$ cat src/rtl/serial_subtractor_if.sv
// Operand/result handshake bundle for serial_subtractor.
// The master drives operands and accepts results; the slave is the subtractor.
interface serial_subtractor_if #(
  parameter int WIDTH = 32
);
  logic             in_valid;
  logic             in_ready;
  logic [WIDTH-1:0] a;
  logic [WIDTH-1:0] b;
  logic             bin;
  logic             out_valid;
  logic             out_ready;
  logic [WIDTH-1:0] diff;
  logic             bout;
  logic             zero;
  logic             ovf;

  modport master (
    output in_valid, a, b, bin, out_ready,
    input  in_ready, out_valid, diff, bout, zero, ovf
  );

  modport slave (
    input  in_valid, a, b, bin, out_ready,
    output in_ready, out_valid, diff, bout, zero, ovf
  );
endinterface

$ cat src/rtl/serial_subtractor.sv
// Multi-cycle subtractor: diff = a - b - bin, CHUNK bits per cycle, LSB chunk first.
// Define SERIAL_SUBTRACTOR_OVF_EN to build the signed-overflow flag; otherwise ovf is tied low.
module serial_subtractor #(
  parameter int WIDTH = 32,
  parameter int CHUNK = 8
) (
  input logic            clk,
  input logic            rst_n,
  serial_subtractor_if.slave bus
);

  localparam int NCHUNK = WIDTH / CHUNK;
  localparam int CW     = (NCHUNK > 1) ? $clog2(NCHUNK) : 1;
  localparam logic [CW-1:0] LAST = CW'(NCHUNK - 1);

  typedef enum logic [1:0] {IDLE, RUN, DONE} state_t;

  state_t           state;
  logic [WIDTH-1:0] a_sh;
  logic [WIDTH-1:0] b_sh;
  logic [WIDTH-1:0] diff_r;
  logic [CW-1:0]    cnt;
  logic             borrow;
  logic             bout_r;
  logic             zero_r;
  logic             in_ready_r;
  logic             out_valid_r;
  logic [CHUNK:0]   step;
  logic [WIDTH-1:0] diff_next;

  // Operands shift right so the active chunk is always at the bottom; each
  // result chunk enters at the top, so after NCHUNK cycles chunk i sits at
  // bits [i*CHUNK +: CHUNK].
  always_comb begin
    step      = {1'b0, a_sh[CHUNK-1:0]} - {1'b0, b_sh[CHUNK-1:0]}
              - {{CHUNK{1'b0}}, borrow};
    diff_next = (diff_r >> CHUNK) | (WIDTH'(step[CHUNK-1:0]) << (WIDTH - CHUNK));
  end

`ifdef SERIAL_SUBTRACTOR_OVF_EN
  logic a_msb;
  logic b_msb;
  logic ovf_r;
`endif

  always_ff @(posedge clk or negedge rst_n) begin
    if (!rst_n) begin
      state       <= IDLE;
      a_sh        <= '0;
      b_sh        <= '0;
      diff_r      <= '0;
      cnt         <= '0;
      borrow      <= 1'b0;
      bout_r      <= 1'b0;
      zero_r      <= 1'b0;
      in_ready_r  <= 1'b1;
      out_valid_r <= 1'b0;
`ifdef SERIAL_SUBTRACTOR_OVF_EN
      a_msb       <= 1'b0;
      b_msb       <= 1'b0;
      ovf_r       <= 1'b0;
`endif
    end else begin
      case (state)
        IDLE: begin
          if (bus.in_valid) begin
            a_sh       <= bus.a;
            b_sh       <= bus.b;
            borrow     <= bus.bin;
            cnt        <= '0;
            diff_r     <= '0;
            bout_r     <= 1'b0;
            zero_r     <= 1'b0;
            in_ready_r <= 1'b0;
            state      <= RUN;
`ifdef SERIAL_SUBTRACTOR_OVF_EN
            a_msb      <= bus.a[WIDTH-1];
            b_msb      <= bus.b[WIDTH-1];
            ovf_r      <= 1'b0;
`endif
          end
        end
        RUN: begin
          a_sh   <= a_sh >> CHUNK;
          b_sh   <= b_sh >> CHUNK;
          borrow <= step[CHUNK];
          diff_r <= diff_next;
          if (cnt == LAST) begin
            bout_r      <= step[CHUNK];
            zero_r      <= (diff_next == '0);
            out_valid_r <= 1'b1;
            state       <= DONE;
`ifdef SERIAL_SUBTRACTOR_OVF_EN
            ovf_r       <= (a_msb != b_msb) && (diff_next[WIDTH-1] != a_msb);
`endif
          end else begin
            cnt <= cnt + 1'b1;
          end
        end
        DONE: begin
          // zero is only meaningful alongside out_valid, so drop it on exit.
          if (bus.out_ready) begin
            out_valid_r <= 1'b0;
            in_ready_r  <= 1'b1;
            zero_r      <= 1'b0;
            state       <= IDLE;
          end
        end
        default: state <= IDLE;
      endcase
    end
  end

  assign bus.in_ready  = in_ready_r;
  assign bus.out_valid = out_valid_r;
  assign bus.diff      = diff_r;
  assign bus.bout      = bout_r;
  assign bus.zero      = zero_r;
`ifdef SERIAL_SUBTRACTOR_OVF_EN
  assign bus.ovf       = ovf_r;
`else
  assign bus.ovf       = 1'b0;
`endif

endmodule

$ cat src/flat_wrapper.sv
// flat-port wrapper written by rule: the top's interface ports become plain ports
module serial_subtractor_flat 
#(
  parameter int WIDTH = 32,
  parameter int CHUNK = 8
)
  (clk, rst_n, bus_in_valid, bus_a, bus_b, bus_bin, bus_out_ready, bus_in_ready, bus_out_valid, bus_diff, bus_bout, bus_zero, bus_ovf);
  serial_subtractor_if #(.WIDTH(WIDTH)) bus_i ();
  input logic clk;
  input logic rst_n;
  input wire logic [$bits(bus_i.in_valid)-1:0] bus_in_valid;
  input wire logic [$bits(bus_i.a)-1:0] bus_a;
  input wire logic [$bits(bus_i.b)-1:0] bus_b;
  input wire logic [$bits(bus_i.bin)-1:0] bus_bin;
  input wire logic [$bits(bus_i.out_ready)-1:0] bus_out_ready;
  output wire logic [$bits(bus_i.in_ready)-1:0] bus_in_ready;
  output wire logic [$bits(bus_i.out_valid)-1:0] bus_out_valid;
  output wire logic [$bits(bus_i.diff)-1:0] bus_diff;
  output wire logic [$bits(bus_i.bout)-1:0] bus_bout;
  output wire logic [$bits(bus_i.zero)-1:0] bus_zero;
  output wire logic [$bits(bus_i.ovf)-1:0] bus_ovf;
  assign bus_i.in_valid = bus_in_valid;
  assign bus_i.a = bus_a;
  assign bus_i.b = bus_b;
  assign bus_i.bin = bus_bin;
  assign bus_i.out_ready = bus_out_ready;
  assign bus_in_ready = bus_i.in_ready;
  assign bus_out_valid = bus_i.out_valid;
  assign bus_diff = bus_i.diff;
  assign bus_bout = bus_i.bout;
  assign bus_zero = bus_i.zero;
  assign bus_ovf = bus_i.ovf;
  serial_subtractor #(.WIDTH(WIDTH), .CHUNK(CHUNK)) u_core (.clk(clk), .rst_n(rst_n), .bus(bus_i));
endmodule
$ cat config.mk
export PLATFORM = sky130hd
export DESIGN_NAME = serial_subtractor_flat
export DESIGN_NICKNAME = d
export VERILOG_FILES = /design/src/rtl/serial_subtractor_if.sv /design/src/rtl/serial_subtractor.sv /design/src/flat_wrapper.sv
export SDC_FILE = /design/constraint.sdc
export NUM_CORES = 1
export LEC_CHECK = 0
export CAP_MARGIN = 20
export CORE_MARGIN = 2
export CORE_UTILIZATION = 30
export CTS_CLUSTER_SIZE = 20
export DETAILED_ROUTE_END_ITERATION = 7
export HOLD_SLACK_MARGIN = 0.08
export SYNTH_ARGS = -nofsm -noshare
export SYNTH_HDL_FRONTEND = slang
export SYNTH_SLANG_ARGS = --single-unit
$ cat constraint.sdc
create_clock -name clk -period 2.7 [get_ports clk]
set_input_delay 0.54 -clock clk [delete_from_list [all_inputs] [get_ports clk]]
set_output_delay 0.54 -clock clk [all_outputs]
set_load 0.02 [all_outputs]
==> impl_metrics.env <==
export IMPL_status="complete, but fails checks"
export IMPL_violations="negative setup slack"
export IMPL_clockBufferDepth=2
export IMPL_place_congestion=0.737
export IMPL_period_share_pct=103
export IMPL_ant_nets=0
export IMPL_cts_setup_buffers=0
export IMPL_syn_avg_cell_area_um2=11.1
export IMPL_grt_overflow=0
export IMPL_wl_per_cell_um=14.3
export IMPL_critical_path_class="reg -> reg"
export IMPL_grt_pass1_wl_mm=17.7
export IMPL_vdd_drop_max_mv=0.583
export IMPL_die_y_um=130
export IMPL_path_cells="inv_2, fa_2, fa_2, xor2_1, or4_1, or3_1, nor4_2, nand4_1, o31ai_2"
export IMPL_dieArea_um2=16900
export IMPL_drv_slew=0
export IMPL_tns_ns=-0.0794
export IMPL_final_cell_mix="dfrtp_1 (104), clkdlybuf4s50_1 (103), nand2_1 (56), o21ai_0 (54)"
export IMPL_timing_rr_start="u_core.b_sh[0]$_DFFE_PN0P_"
export IMPL_drive_gt1_share_pct=6.06
export IMPL_reg2reg_depth=9
export IMPL_powerDensity_nw_per_um2=1310
export IMPL_seq_area_um2=2630
export IMPL_finish_utilization_pct=40.5
export IMPL_yosysUniqueCellTypes=33
export IMPL_via_per_inst=4.58
export IMPL_wirelength_mm=10.7
export IMPL_total_power_mw=8.32
export IMPL_min_path_type="in -> async"
export IMPL_dpl_hpwl_mm=7.72
export IMPL_leakagePower_nw=2.87
export IMPL_setup_viol=1
export IMPL_cpMaxStageDelayCell="fa_2"
export IMPL_cp_common_cell="fa_2"
export IMPL_die_width_um=130
export IMPL_rows=46
export IMPL_slowest_delay_ns=0.41
export IMPL_critPathArrivalTime_ns=3.04
export IMPL_syn_inst=430
export IMPL_yosys_warnings=0
export IMPL_maxCapViolations=0
export IMPL_antenna_cells=0
export IMPL_crit_start="u_core.b_sh[0]$_DFFE_PN0P_"
export IMPL_r2r_end="u_core.bus.zero$_DFFE_PN0P_"
export IMPL_clock_sinks=105
export IMPL_cts_tree="done"
export IMPL_final_hold_violation_count=0
export IMPL_first_pass_iters=4
export IMPL_ctsHoldBuffers=0
export IMPL_rsz0062_at_grt="true"
export IMPL_htree_levels=3
export IMPL_clock_fmax_ghz=0.360
export IMPL_path_max_fanout=2
export IMPL_yosysSeqAreaShare_pct=55.2
export IMPL_regToRegSetupSlack_ns=-0.08
export IMPL_end_kind="flip-flop"
export IMPL_start_util_pct=30.3
export IMPL_netlist_area_um2=4760
export IMPL_io_pins=106
export IMPL_multiInputGateArea_um2=1970
export IMPL_syn_to_final_growth_pct=33.5
export IMPL_ys_ff_latch=105
export IMPL_setup_slack_ns=-0.0794
export IMPL_cts_root_buf="clkbuf_16"
export IMPL_io_buffers=104
export IMPL_clkSlewWorstSetupHoldPaths_ns=0.07
export IMPL_grt_pass1_vias=3480
export IMPL_required_ns=2.96
export IMPL_layout_commonest_cell="dfrtp_1"
export IMPL_grt_use_total_pct=13.3
export IMPL_antenna_found_initial=0
export IMPL_cp_endpoint="u_core.bus.zero$_DFFE_PN0P_"
export IMPL_first_iter_violations=196
export IMPL_layout_nets=610
export IMPL_numCtsBuffers=9
export IMPL_insertion_delay_ns=0.35
export IMPL_finClkSkew_ns=0.00809
export IMPL_min_period_ns=2.78
export IMPL_fillers=1514
export IMPL_remaining_drc_errors=0
export IMPL_via_count=3408
export IMPL_cp_start_kind="flip-flop"
export IMPL_grt_max_degree=82
export IMPL_design_core_area_um2=15700
export IMPL_syn_nets=516
-- cells in the mapped netlist --
library cell  instances  area [um2]
buf_1                 3        11.3
or3_1                 1        6.26
mux2i_1              48         480
o22ai_1               1        6.26
a21o_1                2        15.0
nand2b_1              5        31.3
conb_1                1        3.75
o21a_1                1        7.51
nand4_1               2        12.5
nand2_1              56         210
a31oi_1               1        6.26
clkbuf_1             22        82.6
o21ai_0              54         270
dfstp_2               1        26.3
inv_1                22        82.6
nor2b_1               2        12.5
nor3b_1               1        7.51
buf_4                 2        15.0
a22o_1               48         420
fa_1                  2        40.0
o21bai_1              1        7.51
nor2_1                8        30.0
ha_1                 15         188
a21oi_1               8        40.0
mux2_2                1        11.3
or4_1                 1        7.51
dfrtp_1             104        2600
nor4_1                6        37.5
xnor2_1               6        52.6
nand3_1               1        5.00
o31ai_2               1        12.5
buf_2                 1        5.00
xor2_1                2        17.5
-- what timing repair did --
action | CTS | global route
resized for setup | 2 | 0
pin swaps | 5 | 2
gates cloned | 0 | 0
endpoints found under the hold margin | 0 | 0
endpoints found under the setup margin | 1 | 1
-- routing by layer --
metal | vias to the layer above | global-route usage, % | part of all wire, %
met3 | 9 | 4.26 | 6.4
met1 | 1605 | 17.9 | 47
met2 | 98 | 20.9 | 45
met4 | 0 | 3.42 | 0.96
li1 | 1696 | - | -
met5 | - | 0 | 0
-- flip-flops by register name (all words and copies together), names as in the netlist --
register              count
u_core.bus.in_ready       1
u_core.cnt                2
u_core.a_sh              32
u_core.b_sh              32
u_core.bus.out_valid      1
u_core.state              2
u_core.borrow             1
u_core.bus.zero           1
u_core.bus.bout           1
u_core.bus.diff          32
-- layout make-up --
class,instances,area share [%]
Clock buffer,11,3.97
Clock inverter,4,0.433
Inverter,22,1.30
Multi-Input combinational cell,275,31.0
Sequential cell,105,41.3
Tap cell,216,4.25
Timing Repair Buffer,111,17.7
-- where the power goes --
part	leakage [nW]	internal, mW	switching (mW)	total (mW)
sequential	1.34	2.28	0.498	2.77
combinational	1.39	1.99	2.30	4.30
clock	0.142	0.673	0.579	1.25
total	2.87	4.94	3.38	8.32
-- cell families (layout without fill, tap and decap cells) --
group	Yosys count	in the layout	synth area share (%)
xor+xnor	8	8	1.47
flops	105	105	55.2
buf+inv	50	148	4.12
compound gates	117	117	16.5
other cells	1	1	0.0787
fa+ha+maj	17	17	4.78
simple gates	83	83	7.56
mux	49	49	10.3
-- metrics by stage --
stage	cells	hold WS (ns)	setup slack, ns	cell area, um2
floorplan	430	0.244	0.0162	4770
finish	744	0.135	-0.0794	6360
global placement	729	0.460	-0.102	6070
detailed placement	729	0.470	-0.161	6070
CTS	744	0.144	-0.118	6360
global route	744	0.162	-0.253	6360
-- worst min-delay path by stage --
stage / end / slack, ns
finish: u_core.bus.out_valid$_DFFE_PN0P_ / 0.13
global route: u_core.state[0]$_DFFE_PN0P_ / 0.16
CTS: u_core.state[1]$_DFFE_PN0P_ / 0.14
detailed placement: u_core.a_sh[10]$_DFFE_PN0P_ / 0.47
global placement: u_core.a_sh[9]$_DFFE_PN0P_ / 0.46
floorplan: u_core.a_sh[0]$_DFFE_PN0P_ / 0.24
-- critical path, delay by kind of cell (launching register included) --
kind                       cells  cell delay (ns)
buffers and inverters          1             0.05
xor gates and xnor gates       1             0.18
adders and majority gates      2             0.79
and+or+nand+nor                4             1.12
AOI/OAI and AO/OA              1             0.19
DFF                            1             0.36
Note: power is estimated with default switching activity, not from simulation.
